==> src/rtl/replay_receiver_pkg.sv <==
// Shared types and sizing for the link replay receiver.
// Holds the link sizing constants, the receiver FSM state type and the
// payload structs that connect this block field-for-field to its peers.
package replay_receiver_pkg;

    localparam int unsigned BUFFER_SIZE   = 16;
    localparam int unsigned PACKET_WIDTH  = 64;
    localparam int unsigned SW            = $clog2(BUFFER_SIZE);
    localparam int unsigned ACK_THRESHOLD = 4;
    localparam int unsigned ACK_TIMEOUT   = 8;
    localparam int unsigned NACK_TIMEOUT  = 32;
    localparam int unsigned IDLE_W        = $clog2(ACK_TIMEOUT) + 1;
    localparam int unsigned NACK_W        = $clog2(NACK_TIMEOUT) + 1;

    typedef enum logic [1:0] {
        RUN       = 2'd0,
        NACK_PEND = 2'd1,
        DISCARD   = 2'd2
    } replay_rx_state_e;

    // Ack side of the replay buffer input, bit-compatible with the transmitter.
    typedef struct packed {
        logic          ack;
        logic [SW-1:0] ack_count;
        logic          nack;
    } replay_ack_out_t;

    typedef struct packed {
        logic                    valid;
        logic [SW-1:0]           seq;
        logic                    crc_ok;
        logic [PACKET_WIDTH-1:0] packet;
    } replay_rx_in_t;

    // Sequence numbers wrap naturally at BUFFER_SIZE.
    function automatic logic [SW-1:0] seq_inc(input logic [SW-1:0] s);
        return s + SW'(1);
    endfunction

endpackage

==> src/rtl/replay_receiver_if.sv <==
// Link-side and consumer-side bundle of the replay receiver.
//   rx_*      : deframed packet from the PHY (no backpressure)
//   out_*     : one-entry output register toward the mesh router
//   ack/nack  : credit return toward the peer replay buffer
interface replay_receiver_if;
    import replay_receiver_pkg::*;

    logic                    rx_valid;
    logic [SW-1:0]           rx_seq;
    logic                    rx_crc_ok;
    logic [PACKET_WIDTH-1:0] rx_packet;
    logic                    out_valid;
    logic [PACKET_WIDTH-1:0] out_packet;
    logic                    out_ready;
    logic                    ack;
    logic [SW-1:0]           ack_count;
    logic                    nack;

    modport slave (
        input  rx_valid, rx_seq, rx_crc_ok, rx_packet, out_ready,
        output out_valid, out_packet, ack, ack_count, nack
    );

    modport master (
        output rx_valid, rx_seq, rx_crc_ok, rx_packet, out_ready,
        input  out_valid, out_packet, ack, ack_count, nack
    );
endinterface

==> src/rtl/replay_receiver_ack_coalescer.sv <==
// Ack coalescer: counts accepted packets and returns them to the peer as one
// ack pulse on reaching the threshold, after an idle timeout, or on a forced
// flush (error path).
// Ports:
//   clk, rst_n    : clock, async active-low reset
//   i_accept      : a packet was accepted this cycle
//   i_flush       : return all pending credit now (never with i_accept)
//   o_ack         : registered single-cycle ack pulse
//   o_ack_count   : credit returned by the pulse, 0 otherwise
module replay_receiver_ack_coalescer
    import replay_receiver_pkg::*;
(
    input  logic          clk,
    input  logic          rst_n,
    input  logic          i_accept,
    input  logic          i_flush,
    output logic          o_ack,
    output logic [SW-1:0] o_ack_count
);

    logic [SW-1:0]     r_pend_cnt;
    logic [IDLE_W-1:0] r_idle_timer;
    logic              r_ack;
    logic [SW-1:0]     r_ack_count;

    logic [SW-1:0]     w_pend_next;
    logic [IDLE_W-1:0] w_idle_next;
    logic              w_ack_next;
    logic [SW-1:0]     w_ack_count_next;

    // Next credit state; flush wins, then threshold, then idle timeout.
    always_comb begin
        w_pend_next      = r_pend_cnt;
        w_idle_next      = r_idle_timer;
        w_ack_next       = 1'b0;
        w_ack_count_next = '0;
        if (i_flush) begin
            w_pend_next = '0;
            w_idle_next = '0;
            if (r_pend_cnt != '0) begin
                w_ack_next       = 1'b1;
                w_ack_count_next = r_pend_cnt;
            end
        end else if (i_accept) begin
            w_idle_next = '0;
            if (r_pend_cnt == SW'(ACK_THRESHOLD - 1)) begin
                w_pend_next      = '0;
                w_ack_next       = 1'b1;
                w_ack_count_next = SW'(ACK_THRESHOLD);
            end else begin
                w_pend_next = r_pend_cnt + SW'(1);
            end
        end else if (r_pend_cnt != '0) begin
            if (r_idle_timer == IDLE_W'(ACK_TIMEOUT - 1)) begin
                w_pend_next      = '0;
                w_idle_next      = '0;
                w_ack_next       = 1'b1;
                w_ack_count_next = r_pend_cnt;
            end else begin
                w_idle_next = r_idle_timer + IDLE_W'(1);
            end
        end
    end

    always_ff @(posedge clk or negedge rst_n) begin
        if (!rst_n) begin
            r_pend_cnt   <= '0;
            r_idle_timer <= '0;
            r_ack        <= 1'b0;
            r_ack_count  <= '0;
        end else begin
            r_pend_cnt   <= w_pend_next;
            r_idle_timer <= w_idle_next;
            r_ack        <= w_ack_next;
            r_ack_count  <= w_ack_count_next;
        end
    end

    assign o_ack       = r_ack;
    assign o_ack_count = r_ack_count;

endmodule

==> src/rtl/replay_receiver.sv <==
// Replay receiver: checks sequence and CRC of link packets, delivers in-order
// good packets through a one-entry output register, and returns coalesced
// acks and nacks to the peer replay buffer.
// Ports:
//   clk     : clock
//   nreset  : async active-low reset (deassertion synchronised internally)
//   link    : replay_receiver_if.slave (rx_*, out_*, ack, ack_count, nack)
module replay_receiver
    import replay_receiver_pkg::*;
(
    input  logic               clk,
    input  logic               nreset,
    replay_receiver_if.slave   link
);

    logic [1:0]              r_rst_sync;
    logic                    w_rst_n;

    replay_rx_in_t           w_rx;
    replay_ack_out_t         w_ack_out;

    replay_rx_state_e        r_state;
    replay_rx_state_e        w_state_next;
    logic [SW-1:0]           r_exp_seq;
    logic [NACK_W-1:0]       r_nack_timer;
    logic [NACK_W-1:0]       w_nack_timer_next;
    logic                    r_nack;
    logic                    w_nack_next;
    logic                    r_out_valid;
    logic [PACKET_WIDTH-1:0] r_out_packet;

    logic                    w_space;
    logic                    w_match;
    logic                    w_accept;
    logic                    w_flush;
    logic                    w_ack;
    logic [SW-1:0]           w_ack_count;

    // Async assert, synchronous release of the internal reset.
    always_ff @(posedge clk or negedge nreset) begin
        if (!nreset) begin
            r_rst_sync <= '0;
        end else begin
            r_rst_sync <= {r_rst_sync[0], 1'b1};
        end
    end

    assign w_rst_n = r_rst_sync[1];

    assign w_rx = {link.rx_valid, link.rx_seq, link.rx_crc_ok, link.rx_packet};

    // A packet is only good if the output register can take it this cycle.
    assign w_space  = !r_out_valid || link.out_ready;
    assign w_match  = w_rx.valid && w_rx.crc_ok && (w_rx.seq == r_exp_seq) && w_space;
    assign w_accept = w_match && (r_state != NACK_PEND);
    assign w_flush  = (r_state == RUN) && w_rx.valid && !w_match;

    // Next state and nack retry timer.
    always_comb begin
        w_state_next      = r_state;
        w_nack_timer_next = r_nack_timer;
        w_nack_next       = 1'b0;
        case (r_state)
            RUN: begin
                if (w_flush) begin
                    w_state_next = NACK_PEND;
                end
            end
            NACK_PEND: begin
                w_state_next      = DISCARD;
                w_nack_next       = 1'b1;
                w_nack_timer_next = '0;
            end
            DISCARD: begin
                if (w_accept) begin
                    w_state_next      = RUN;
                    w_nack_timer_next = '0;
                end else if (r_nack_timer == NACK_W'(NACK_TIMEOUT - 1)) begin
                    w_nack_next       = 1'b1;
                    w_nack_timer_next = '0;
                end else begin
                    w_nack_timer_next = r_nack_timer + NACK_W'(1);
                end
            end
            default: begin
                w_state_next = RUN;
            end
        endcase
    end

    always_ff @(posedge clk or negedge w_rst_n) begin
        if (!w_rst_n) begin
            r_state      <= RUN;
            r_nack_timer <= '0;
            r_nack       <= 1'b0;
            r_exp_seq    <= '0;
        end else begin
            r_state      <= w_state_next;
            r_nack_timer <= w_nack_timer_next;
            r_nack       <= w_nack_next;
            if (w_accept) begin
                r_exp_seq <= seq_inc(r_exp_seq);
            end
        end
    end

    // One-entry output register; load and drain may coincide.
    always_ff @(posedge clk or negedge w_rst_n) begin
        if (!w_rst_n) begin
            r_out_valid  <= 1'b0;
            r_out_packet <= '0;
        end else if (w_accept) begin
            r_out_valid  <= 1'b1;
            r_out_packet <= w_rx.packet;
        end else if (link.out_ready) begin
            r_out_valid  <= 1'b0;
        end
    end

    replay_receiver_ack_coalescer u_ack_coalescer (
        .clk         (clk),
        .rst_n       (w_rst_n),
        .i_accept    (w_accept),
        .i_flush     (w_flush),
        .o_ack       (w_ack),
        .o_ack_count (w_ack_count)
    );

    assign w_ack_out = {w_ack, w_ack_count, r_nack};

    assign link.out_valid  = r_out_valid;
    assign link.out_packet = r_out_packet;
    assign link.ack        = w_ack_out.ack;
    assign link.ack_count  = w_ack_out.ack_count;
    assign link.nack       = w_ack_out.nack;

endmodule
==> src/flat_wrapper.sv <==
// flat-port wrapper written by rule: the top's interface ports become plain ports
module replay_receiver_flat import replay_receiver_pkg::*;
  (clk, nreset, link_rx_valid, link_rx_seq, link_rx_crc_ok, link_rx_packet, link_out_ready, link_out_valid, link_out_packet, link_ack, link_ack_count, link_nack);
  replay_receiver_if link_i ();
  input  logic clk;
  input  logic nreset;
  input wire logic [$bits(link_i.rx_valid)-1:0] link_rx_valid;
  input wire logic [$bits(link_i.rx_seq)-1:0] link_rx_seq;
  input wire logic [$bits(link_i.rx_crc_ok)-1:0] link_rx_crc_ok;
  input wire logic [$bits(link_i.rx_packet)-1:0] link_rx_packet;
  input wire logic [$bits(link_i.out_ready)-1:0] link_out_ready;
  output wire logic [$bits(link_i.out_valid)-1:0] link_out_valid;
  output wire logic [$bits(link_i.out_packet)-1:0] link_out_packet;
  output wire logic [$bits(link_i.ack)-1:0] link_ack;
  output wire logic [$bits(link_i.ack_count)-1:0] link_ack_count;
  output wire logic [$bits(link_i.nack)-1:0] link_nack;
  assign link_i.rx_valid = link_rx_valid;
  assign link_i.rx_seq = link_rx_seq;
  assign link_i.rx_crc_ok = link_rx_crc_ok;
  assign link_i.rx_packet = link_rx_packet;
  assign link_i.out_ready = link_out_ready;
  assign link_out_valid = link_i.out_valid;
  assign link_out_packet = link_i.out_packet;
  assign link_ack = link_i.ack;
  assign link_ack_count = link_i.ack_count;
  assign link_nack = link_i.nack;
  replay_receiver u_core (.clk(clk), .nreset(nreset), .link(link_i));
endmodule
==> config.mk <==
export PLATFORM = sky130hd
export DESIGN_NAME = replay_receiver_flat
export DESIGN_NICKNAME = d
export VERILOG_FILES = /design/src/rtl/replay_receiver_pkg.sv /design/src/rtl/replay_receiver_if.sv /design/src/rtl/replay_receiver_ack_coalescer.sv /design/src/rtl/replay_receiver.sv /design/src/flat_wrapper.sv
export SDC_FILE = /design/constraint.sdc
export NUM_CORES = 1
export LEC_CHECK = 0
export BUFFER_PORTS_ARGS = -buffer_cell sky130_fd_sc_hd__buf_2
export CAP_MARGIN = 20
export CORE_ASPECT_RATIO = 1.5
export CORE_UTILIZATION = 37
export CTS_CLUSTER_SIZE = 16
export DETAILED_ROUTE_END_ITERATION = 12
export PLACE_DENSITY = 0.62
export SYNTH_ARGS = -nofsm -noshare
export SYNTH_HDL_FRONTEND = slang
export SYNTH_SLANG_ARGS = --single-unit
==> constraint.sdc <==
create_clock -name clk -period 7.61 [get_ports clk]
set_input_delay 1.1415 -clock clk [delete_from_list [all_inputs] [get_ports clk]]
set_output_delay 1.1415 -clock clk [all_outputs]
set_load 0.02 [all_outputs]
==> flow_summary.toml, run 1 <==
[outcome]
status = "finished, final reports clean"

[timing]
fin_setup_tns_ns = 0
max_freq_mhz = 329
rsz0062_at_grt = "false"
skew_ns = 0.00851
setup_viol = 0
slew_headroom_pct = 43.1
layout_min_cycle_time_ns = 3.04
drv_slew = 0
hold_viol_final = 0
tightest_slew_ns = 0.851
period_share_pct = 40.0

[logic_synthesis]
syn-instance-count = 412
async_reset_ff_share_pct = 100
yosys.area.top_type_share_pct = 60.1
yosys-top-cells-count = "nand2_1 (205), dfrtp_1 (93), inv_1 (10)"
synth_cell_type_count = 44
yosysTopAreaCell = "dfrtp_1"
yosysWarnings = 0
synth_seq_cells = 93
ys.flop_type = "dfrtp_1"
syn_avg_cell_area_um2 = 9.40
ys_seq_area_share_pct = 60.1
synth_fp_nets = 494
synth.most_common_cell = "nand2_1"
synth_edf_count = 0
synth.top_cells.by_area = "dfrtp_1 (60%), nand2_1 (20%), ha_1 (2.9%), xnor2_1 (1.8%), buf_2 (1.0%)"
synth.cell_area_mm2 = 0.00387

[power]
switching_share_pct = 36.1
p_leak_nw = 2.90
intPower_mw = 1.11
p_comb_share_pct = 31.0
power_density_mw_per_mm2 = 345
clkPwrFrac_pct = 28.1
ir_drop_mv = 0.171
seq_power_share_pct = 40.8
p_switching_mw = 0.627

[placed_design]
port_buffers = 143
hpwl_um = 6150
routabilityCongestion = 0.745
dp.cells = 658

[worst_setup_path]
critPathArrivalTime_ns = 3.26
crit_end = "u_core.r_exp_seq[3]"
cp.required_ns = 7.83
path_cells = "buf_2, xnor2_1, nand3_1, nor3_4, buf_4, nand4_1, xnor2_1"
ff2ff_setup_slack_ns = 5.02
cp-start-kind = "input port"
cp_common_cell = "xnor2_1"
end_kind = "flip-flop"
max_stage_delay_ns = 0.71
crit_slowest_cell = "nor3_4"
worst-path-max-fanout = 49
r2r_start = "u_core.r_exp_seq[0]"
crit_type = "in2reg"
r2r-end = "u_core.r_exp_seq[3]"
r2r_cells = 6
startpoint = "link_rx_seq[0]"

[cts]
ctsHoldBuffers = 0
cts_setup_buffers = 0
cts_root_buf = "clkbuf_16"
cts.sinks = 93
clock_latency_ns = 0.34
htreeDepth = 3
post_cts_resized = 0
cts_tree = "yes"
cts_inserted_buffers = 9
path_clk_slew_ns = 0.07
clk_path_buf_depth = 2

[grt]
antenna_found_initial = 0
grt_max_degree = 87
grt_pass1_wl_um = 14600
grt.total_usage_pct = 17.1
grt_pass1_vias = 3134
grt_overflow = 0

[route]
drc = 0
postRouteAntennaNets = 0
dr.pass1.iters = 4
via_count = 3257
vias_per_cell = 4.83
first_iter_violations = 149
detail_route.wirelength_um = 8920
wl_per_cell_um = 13.2

[min_path]
hold_class = "reg2async"

[floorplanning]
placementRows = 45
die_x_um = 85.5
io_pins = 144
initial_core_util_pct = 38.2
core_mm2 = 0.0101
die_height_um = 127
dieArea_mm2 = 0.0109

[cells_and_area]
post_route_cells_drive_above_1_share_pct = 30.6
diodes = 0
nets = 635
area_delta_synth_final_pct = 30.3
stdcell_count = 675

[flow_run]
maxCapViolations = 0
final cells by class:
type / count / area (um2)
Fill cell: 974 / 5090
Sequential cell: 93 / 2330
Multi-Input combinational cell: 292 / 1440
Timing Repair Buffer: 147 / 766
Clock buffer: 9 / 225
Tap cell: 117 / 146
Clock inverter: 7 / 105
Inverter: 10 / 37.5
worst max-delay path: cells and delay by family:
kind | cells | cell delay, ns
xor gates and xnor gates | 2 | 0.29
and+or+nand+nor | 3 | 1.11
buffers and inverters | 2 | 0.65
cell families after synthesis:
kind of cell / Yosys count / share of synthesized area (%)
buffers and inverters: 27 / 3.07
other: 1 / 0.0968
AO/OA/AOI/OAI: 24 / 4.17
AND/OR/NAND/NOR: 244 / 26.1
XOR/XNOR: 10 / 2.46
flip-flops: 93 / 60.1
adder cells (fa/ha/maj): 9 / 2.91
multiplexers: 4 / 1.10
per-layer routing:
layer / GRT usage [%] / vias to the layer above / share of wire [%]
li1: - / 1590 / -
met4: 8.14 / 0 / 2.5
met2: 29.9 / 97 / 52
met3: 3.42 / 14 / 4.8
met5: 0 / - / 0
met1: 20.0 / 1556 / 41
power by group through the flow:
stage	sequential [mW]	combinational [mW]	clock (mW)
global placement	0.716	0.531	0
global route	0.730	0.593	0.523
CTS	0.713	0.544	0.504
finish	0.711	0.540	0.490
detailed placement	0.719	0.544	0
floorplan	0.860	0.201	0
how the worst min path moves through the flow:
stage / endpoint / cells after the start / slack [ns]
after floorplan: u_core.r_rst_sync[1] / 0 / 0.33
after global placement: u_core.link.out_packet[39] / 0 / 0.11
after detailed placement: u_core.link.out_packet[43] / 0 / 0.11
after CTS: u_core.link.out_packet[43] / 0 / 0.12
after global routing: u_core.link.out_packet[43] / 0 / 0.13
final: u_core.link.out_packet[39] / 0 / 0.11
registers in the layout, summed over array words and instances (netlist names):
register / count
u_core.link.nack: 1
u_core.link.out_packet: 64
u_core.link.out_valid: 1
u_core.r_exp_seq: 4
u_core.r_nack_timer: 6
u_core.r_rst_sync: 2
u_core.r_state: 2
u_core.u_ack_coalescer.o_ack: 1
u_core.u_ack_coalescer.o_ack_count: 4
u_core.u_ack_coalescer.r_idle_timer: 4
u_core.u_ack_coalescer.r_pend_cnt: 4
through the flow:
stage | power [mW] | cell area, um2 | hold slack [ns] | setup slack (ns) | util, %
final | 1.74 | 5050 | 0.115 | 4.57 | 49.8
after CTS | 1.76 | 5020 | 0.118 | 4.56 | 49.5
after floorplan | 1.06 | 3870 | 0.331 | 4.83 | -
after global routing | 1.85 | 5050 | 0.126 | 4.33 | 49.8
after global placement | 1.25 | 4690 | 0.108 | 4.26 | 46.3
after detailed placement | 1.26 | 4690 | 0.112 | 4.17 | 46.3
layout by cell type, fill, tap and decap left out, types with 3 or more instances in the layout:
cell       synthesis  final
o22ai_1            4      4
and3_1             4      4
nand3_1            6      6
and2_1             3      3
nand4_1            3      3
clkbuf_16          0      9
o21ai_0            4      4
dfrtp_1           93     92
nand2_1          205    205
xnor2_1            8      8
a22o_1             3      3
a21oi_1            3      3
nor2_1             5      5
nor3_1             4      4
buf_4              0      3
buf_2              8    143
inv_1             10     10
ha_1               9      9
Power figures use the tool's default switching activity.
==> inputs of run 2 (changes only) <==
--- a/config.mk
+++ b/config.mk
@@ -5,13 +5,14 @@
 export SDC_FILE = /design/constraint.sdc
 export NUM_CORES = 1
 export LEC_CHECK = 0
+export ABC_AREA = 1
 export BUFFER_PORTS_ARGS = -buffer_cell sky130_fd_sc_hd__buf_2
 export CAP_MARGIN = 20
 export CORE_ASPECT_RATIO = 1.5
 export CORE_UTILIZATION = 37
 export CTS_CLUSTER_SIZE = 16
 export DETAILED_ROUTE_END_ITERATION = 12
-export PLACE_DENSITY = 0.62
+export PLACE_DENSITY = 0.64
 export SYNTH_ARGS = -nofsm -noshare
 export SYNTH_HDL_FRONTEND = slang
 export SYNTH_SLANG_ARGS = --single-unit
==> constraint.sdc (replaced) <==
create_clock -name clk -period 2.7 [get_ports clk]
set_input_delay 0.405 -clock clk [delete_from_list [all_inputs] [get_ports clk]]
set_output_delay 0.405 -clock clk [all_outputs]
set_load 0.02 [all_outputs]
==> run 2 against run 1 <==
Effect of this change: sequential share of layout area is 1.0 points lower; sequential power grew to 3.0 times the previous value; count of clock-buffer cells in the layout increased by 1; flip-flop and latch count stayed put; power grew to 3.1 times the previous value; largest cell class unchanged.
==> flow_summary.toml, run 2 <==
[outcome]
status = "finished, final reports clean"

[cells_and_area]
seq_area_mm2 = 0.00233
final_common_cell = "nand2_1"
multi_input_comb_area_mm2 = 0.00145
final_cell_mix = "nand2_1 (256), buf_2 (143), dfrtp_1 (92), inv_1 (24), nand3_1 (13)"
area_delta_synth_final_pct = 29.5
diodes = 0
design_area_mm2 = 0.00516
post_route_cells_drive_above_1_share_pct = 28.0
fill_cells = 1043
largest_reg_flops = 64
nets = 692

[worst_setup_path]
cp-start-kind = "flip-flop"
cp_common_cell = "nand2_1"
end_kind = "flip-flop"
path_buf_inv = 3
r2r_cells = 9
worst-path-max-fanout = 77
path_delay_family = "buffers and inverters"
crit_slowest_cell = "buf_4"
critPathArrivalTime_ns = 2.50
max_stage_delay_ns = 0.63
r2r_start = "u_core.r_state[1]"
ff2ff_setup_slack_ns = 0.48
path_cells = "inv_1, ha_1, inv_1, nand4_4, buf_4, nand2_1, nand2_1, nand2_1, nand2_1"
cp.required_ns = 2.98
r2r-end = "u_core.r_state[1]"
crit_type = "reg2reg"
critical_path_depth = 9

[logic_synthesis]
yosys.area.top_type_share_pct = 58.4
synth_fp_nets = 547
async_reset_ff_share_pct = 100
yosysTopAreaCell = "dfrtp_1"
yosysWarnings = 0
synth.top_cells.by_area = "dfrtp_1 (58%), nand2_1 (24%), ha_1 (2.8%), inv_1 (2.3%), xor2_1 (2.0%)"
synth_seq_cells = 93
ys.flop_type = "dfrtp_1"
syn-instance-count = 465
synth_cell_type_count = 23
synth.most_common_cell = "nand2_1"
ys_seq_area_share_pct = 58.4
synth_edf_count = 0
syn_avg_cell_area_um2 = 8.56
synth.cell_area_mm2 = 0.00398
yosys-top-cells-count = "nand2_1 (256), dfrtp_1 (93), inv_1 (24)"

[cts]
clk_path_buf_depth = 2
cts_tree = "yes"
path_clk_slew_ns = 0.07
cts_inserted_buffers = 9
clock_latency_ns = 0.35
htreeDepth = 3
cts.sinks = 93
post_cts_resized = 0
cts_root_buf = "clkbuf_16"

[route]
detail_route.wirelength_um = 9260
postRouteAntennaNets = 0
via_count = 3367
vias_per_cell = 4.44
drc = 0
dr.pass1.iters = 4
first_iter_violations = 169
wl_per_cell_um = 12.2

[power]
p_switching_mw = 2.04
intPower_mw = 3.32
power_density_mw_per_mm2 = 1040
clkPwrFrac_pct = 24.9
switching_share_pct = 38.1
ir_drop_mv = 0.407
p_leak_nw = 3.03
seq_power_share_pct = 40.0
p_comb_share_pct = 35.1

[placed_design]
postPlaceCellArea_mm2 = 0.00483
hpwl_um = 6650
routabilityCongestion = 0.798
place_ws_ns = 0.495
port_buffers = 143

[timing]
tightest_slew_ns = 0.788
drv_slew = 0
max_freq_mhz = 451
skew_ns = 0.00767
setup_viol = 0
rsz0062_at_grt = "false"
fin_ws_ns = 0.483
slew_headroom_pct = 47.4
layout_min_cycle_time_ns = 2.22
fin_setup_tns_ns = 0
period_share_pct = 82.1
hold_viol_final = 0

[floorplanning]
io_pins = 144
placementRows = 46
dieArea_mm2 = 0.0112
core_mm2 = 0.0105
die_height_um = 129
die_x_um = 86.7
initial_core_util_pct = 37.8

[grt]
grt_max_degree = 78
grt.total_usage_pct = 17.1
grt_pass1_vias = 3159
grt_pass1_wl_um = 14700
antenna_found_initial = 0
grt_overflow = 0

[min_path]
hold_class = "in2reg"
whs_path_depth = 3
holdPathEnd = "u_core.link.out_packet[28]"
hold_start = "link_rx_packet[28]"

[flow_run]
maxCapViolations = 0
==> run 2: cell count changes after synthesis, sizes merged, moves of 6 or more <==
cell    delta
nand3      +7
clkbuf     -6
inv       +17
nand2     +51
nor2       +8
xnor2      -9
xor2       +8
==> run 2: cell type report <==
cell class / instances / area share (%)
flip-flops and latches: 93 / 45.2
multi-input cells: 329 / 28.1
repair buffers: 150 / 15.2
clock buffers: 10 / 4.44
well taps: 144 / 3.49
inverters: 27 / 1.96
clock inverters: 6 / 1.67
==> run 2: worst register-to-register path, stage by stage, from the launching register on <==
cell and delay, ns:
dfrtp_1 0.40, inv_1 0.13, ha_1 0.22, inv_1 0.10, nand4_4 0.10, buf_4 0.63, nand2_1 0.30, nand2_1 0.17
nand2_1 0.07, nand2_1 0.05
==> run 2: logic make-up (layout without fill, tap and decap cells) <==
kind of cell,Yosys count,count (layout),share of synthesized area [%]
simple gates,294,294,29.2
compound gates,16,16,2.04
fa+ha+maj,9,9,2.83
buf+inv,43,193,5.44
other cells,1,1,0.0942
flops,93,93,58.4
xor+xnor,9,9,1.98
==> run 2: metrics by stage <==
stage	total power [mW]	hold slack, ns	cells	utilization (%)
after CTS	5.42	0.241	759	49.0
after detailed placement	4.06	0.194	742	45.9
final	5.36	0.248	759	49.0
after global routing	5.72	0.250	759	49.0
after floorplan	3.38	0.109	465	-
after global placement	4.01	0.193	742	45.9
==> run 2: how the worst max path moves through the flow <==
| stage | from | endpoint | slack (ns) |
|---|---|---|---|
| after floorplan | u_core.r_rst_sync[1] | u_core.link.nack | 1.13 |
| final | u_core.r_state[1] | u_core.r_state[1] | 0.48 |
| after global routing | u_core.r_state[1] | u_core.r_state[0] | 0.23 |
| after detailed placement | u_core.r_state[1] | u_core.r_state[0] | 0.50 |
| after CTS | u_core.r_state[1] | u_core.r_state[0] | 0.48 |
| after global placement | link_out_ready | u_core.r_state[0] | 0.60 |
==> run 2: what timing repair did <==
item,in CTS,in global routing
hold buffers,1,0
buffers inserted,0,0
hold endpoints to repair,2,0
==> run 2: power groups by stage <==
| stage | sequential [mW] | clock (mW) | combinational [mW] |
|---|---|---|---|
| global placement | 2.15 | 0 | 1.86 |
| floorplan | 2.66 | 0 | 0.718 |
| detailed placement | 2.16 | 0 | 1.90 |
| finish | 2.15 | 1.33 | 1.88 |
| global route | 2.20 | 1.42 | 2.10 |
| CTS | 2.14 | 1.37 | 1.91 |
==> run 2: metal layers <==
metal	share of wire, %	GRT usage [%]	vias up	wire length (um)
li1	-	-	1706	-
met1	41	19.9	1547	3800
met2	51	29.5	97	4750
met3	4.8	4.52	17	448
met4	2.7	7.75	0	250
met5	0	0	-	0
==> inputs of run 3 (changes only) <==
--- a/config.mk
+++ b/config.mk
@@ -12,7 +12,7 @@
 export CORE_UTILIZATION = 37
 export CTS_CLUSTER_SIZE = 16
 export DETAILED_ROUTE_END_ITERATION = 12
-export PLACE_DENSITY = 0.64
+export PLACE_DENSITY = 0.62
 export SYNTH_ARGS = -nofsm -noshare
 export SYNTH_HDL_FRONTEND = slang
 export SYNTH_SLANG_ARGS = --single-unit
==> constraint.sdc (replaced) <==
create_clock -name clk -period 2.23 [get_ports clk]
set_input_delay 0.3345 -clock clk [delete_from_list [all_inputs] [get_ports clk]]
set_output_delay 0.3345 -clock clk [all_outputs]
set_load 0.02 [all_outputs]
==> run 3 against run 2 <==
Effect of this change: setup slack got worse by 0.22 ns; sequential share of layout area down 0.53 points; clock power rose by 38%; core utilization up 0.58 points; largest cell class unchanged.
==> flow_summary.toml, run 3 (synthesis results as in run 2) <==
[route]
first_iter_violations = 238
drc = 0
wl_per_cell_um = 12.2
vias_per_cell = 4.49
dr.pass1.iters = 4
postRouteAntennaNets = 0
via_count = 3410
detail_route.wirelength_um = 9270

[cts]
htreeDepth = 3
cts_inserted_buffers = 9
cts.sinks = 93
path_clk_slew_ns = 0.06
cts_root_buf = "clkbuf_16"
cts_setup_buffers = 0
clk_path_buf_depth = 2
clock_latency_ns = 0.34
cts_tree = "yes"

[power]
p_comb_share_pct = 34.2
p_switching_mw = 2.47
p_leak_nw = 3.05
intPower_mw = 4.25
clkPwrFrac_pct = 27.2
switching_share_pct = 36.8
power_density_mw_per_mm2 = 1290
seq_power_share_pct = 38.6
ir_drop_mv = 0.477

[placed_design]
hpwl_um = 6870
postPlaceCellArea_mm2 = 0.00485
routabilityCongestion = 0.766
port_buffers = 143

[floorplanning]
placementRows = 46
dieArea_mm2 = 0.0112
die_x_um = 86.7
io_pins = 144
die_height_um = 129
core_mm2 = 0.0105
initial_core_util_pct = 37.8

[cells_and_area]
nets = 692
final_cell_mix = "nand2_1 (256), buf_2 (143), dfrtp_1 (92), inv_1 (24), nand3_1 (13)"
area_delta_synth_final_pct = 31.1
design_area_mm2 = 0.00522
post_route_cells_drive_above_1_share_pct = 28.0
largest_reg_flops = 64
final_common_cell = "nand2_1"
diodes = 0

[timing]
hold_viol_final = 0
setup_viol = 0
max_freq_mhz = 509
rsz0062_at_grt = "false"
skew_ns = 0.00754
fin_setup_tns_ns = 0
drv_slew = 0
period_share_pct = 88.1
layout_min_cycle_time_ns = 1.97

[grt]
grt_max_degree = 50
grt_pass1_vias = 3302
busiest_layer = "met2"
grt_overflow = 0
grt.total_usage_pct = 17.3
grt_pass1_wl_um = 15000
use_met3_pct = 3.76
use_met2_pct = 31.8
antenna_found_initial = 0
met1_usage_pct = 18.6

[worst_setup_path]
ff2ff_setup_slack_ns = 0.26
path_cells = "inv_1, ha_1, inv_1, nand4_4, buf_4, nand2_1, nand2_1, nand2_1, nand2_1"
end_kind = "flip-flop"
startpoint = "u_core.r_state[1]"
worst-path-max-fanout = 43
max_stage_delay_ns = 0.41
cp-start-kind = "flip-flop"
crit_type = "reg2reg"
crit_slowest_cell = "buf_4"
critPathArrivalTime_ns = 2.24
cp_common_cell = "nand2_1"
r2r_start = "u_core.r_state[1]"
cp.required_ns = 2.50

[min_path]
hold_class = "reg2async"

[flow_run]
maxCapViolations = 0

[outcome]
status = "finished, final reports clean"
## run 3: cell count changes in the layout (fill, tap and decap cells not counted)
cell / change
buf_12: +1
buf_4: -1
bufinv_16: +2
clkinv_2: -2
clkinvlp_4: +1
inv_6: -1
## run 3: cell type report
class,count,area (um2)
fill,993,5310
sequential,93,2330
multi-input combinational,329,1450
timing repair buffer,150,796
clock buffer,10,229
tap,144,180
clock inverter,6,135
inverter,27,101
## run 3: power by group through the flow
stage	logic, mW	registers (mW)	clock network, mW
2_1_floorplan	0.870	3.22	0
3_3_place_gp	2.27	2.60	0
3_5_place_dp	2.33	2.61	0
4_1_cts	2.33	2.59	1.88
5_1_grt	2.56	2.66	1.95
6_report	2.30	2.59	1.83
## run 3: metal layers
| metal | part of all wire, % | wire, um |
|---|---|---|
| met1 | 40 | 3740 |
| met2 | 53 | 4920 |
| met3 | 4.0 | 367 |
| met4 | 2.7 | 250 |
| met5 | 0 | 0 |
## run 3: final timing paths
kind	endpoint	cells after the start
worst max-delay path	u_core.r_state[0]	9
worst min-delay path	u_core.link.out_packet[22]	0
worst max register to register	u_core.r_state[0]	9
worst min register to register	u_core.link.out_packet[22]	0
max in group asynchronous	u_core.link.out_packet[46]	1
min in group clk	u_core.link.out_packet[39]	3
## run 3: through the flow
stage	power, mW	std cells	worst slack, ns	utilization (%)	hold slack (ns)
after global routing	7.18	759	0.0604	49.6	0.183
after floorplan	4.09	465	0.664	-	0.0389
after CTS	6.81	759	0.274	49.6	0.174
final	6.72	759	0.264	49.6	0.186
after global placement	4.88	742	0.410	46.0	0.120
after detailed placement	4.94	742	0.289	46.0	0.125
## run 3: worst max-delay path, delay by kind of cell, from the launching register on
kind	cells	cell delay [ns]
flip-flops	1	0.40
AND/OR/NAND/NOR	5	0.66
buffers and inverters	3	0.62
adder cells (fa/ha/maj)	1	0.21
## run 3: what timing repair did
action	4_1_cts	5_1_grt
gates resized for setup	0	0
hold buffers	1	0
hold endpoints to repair	2	0
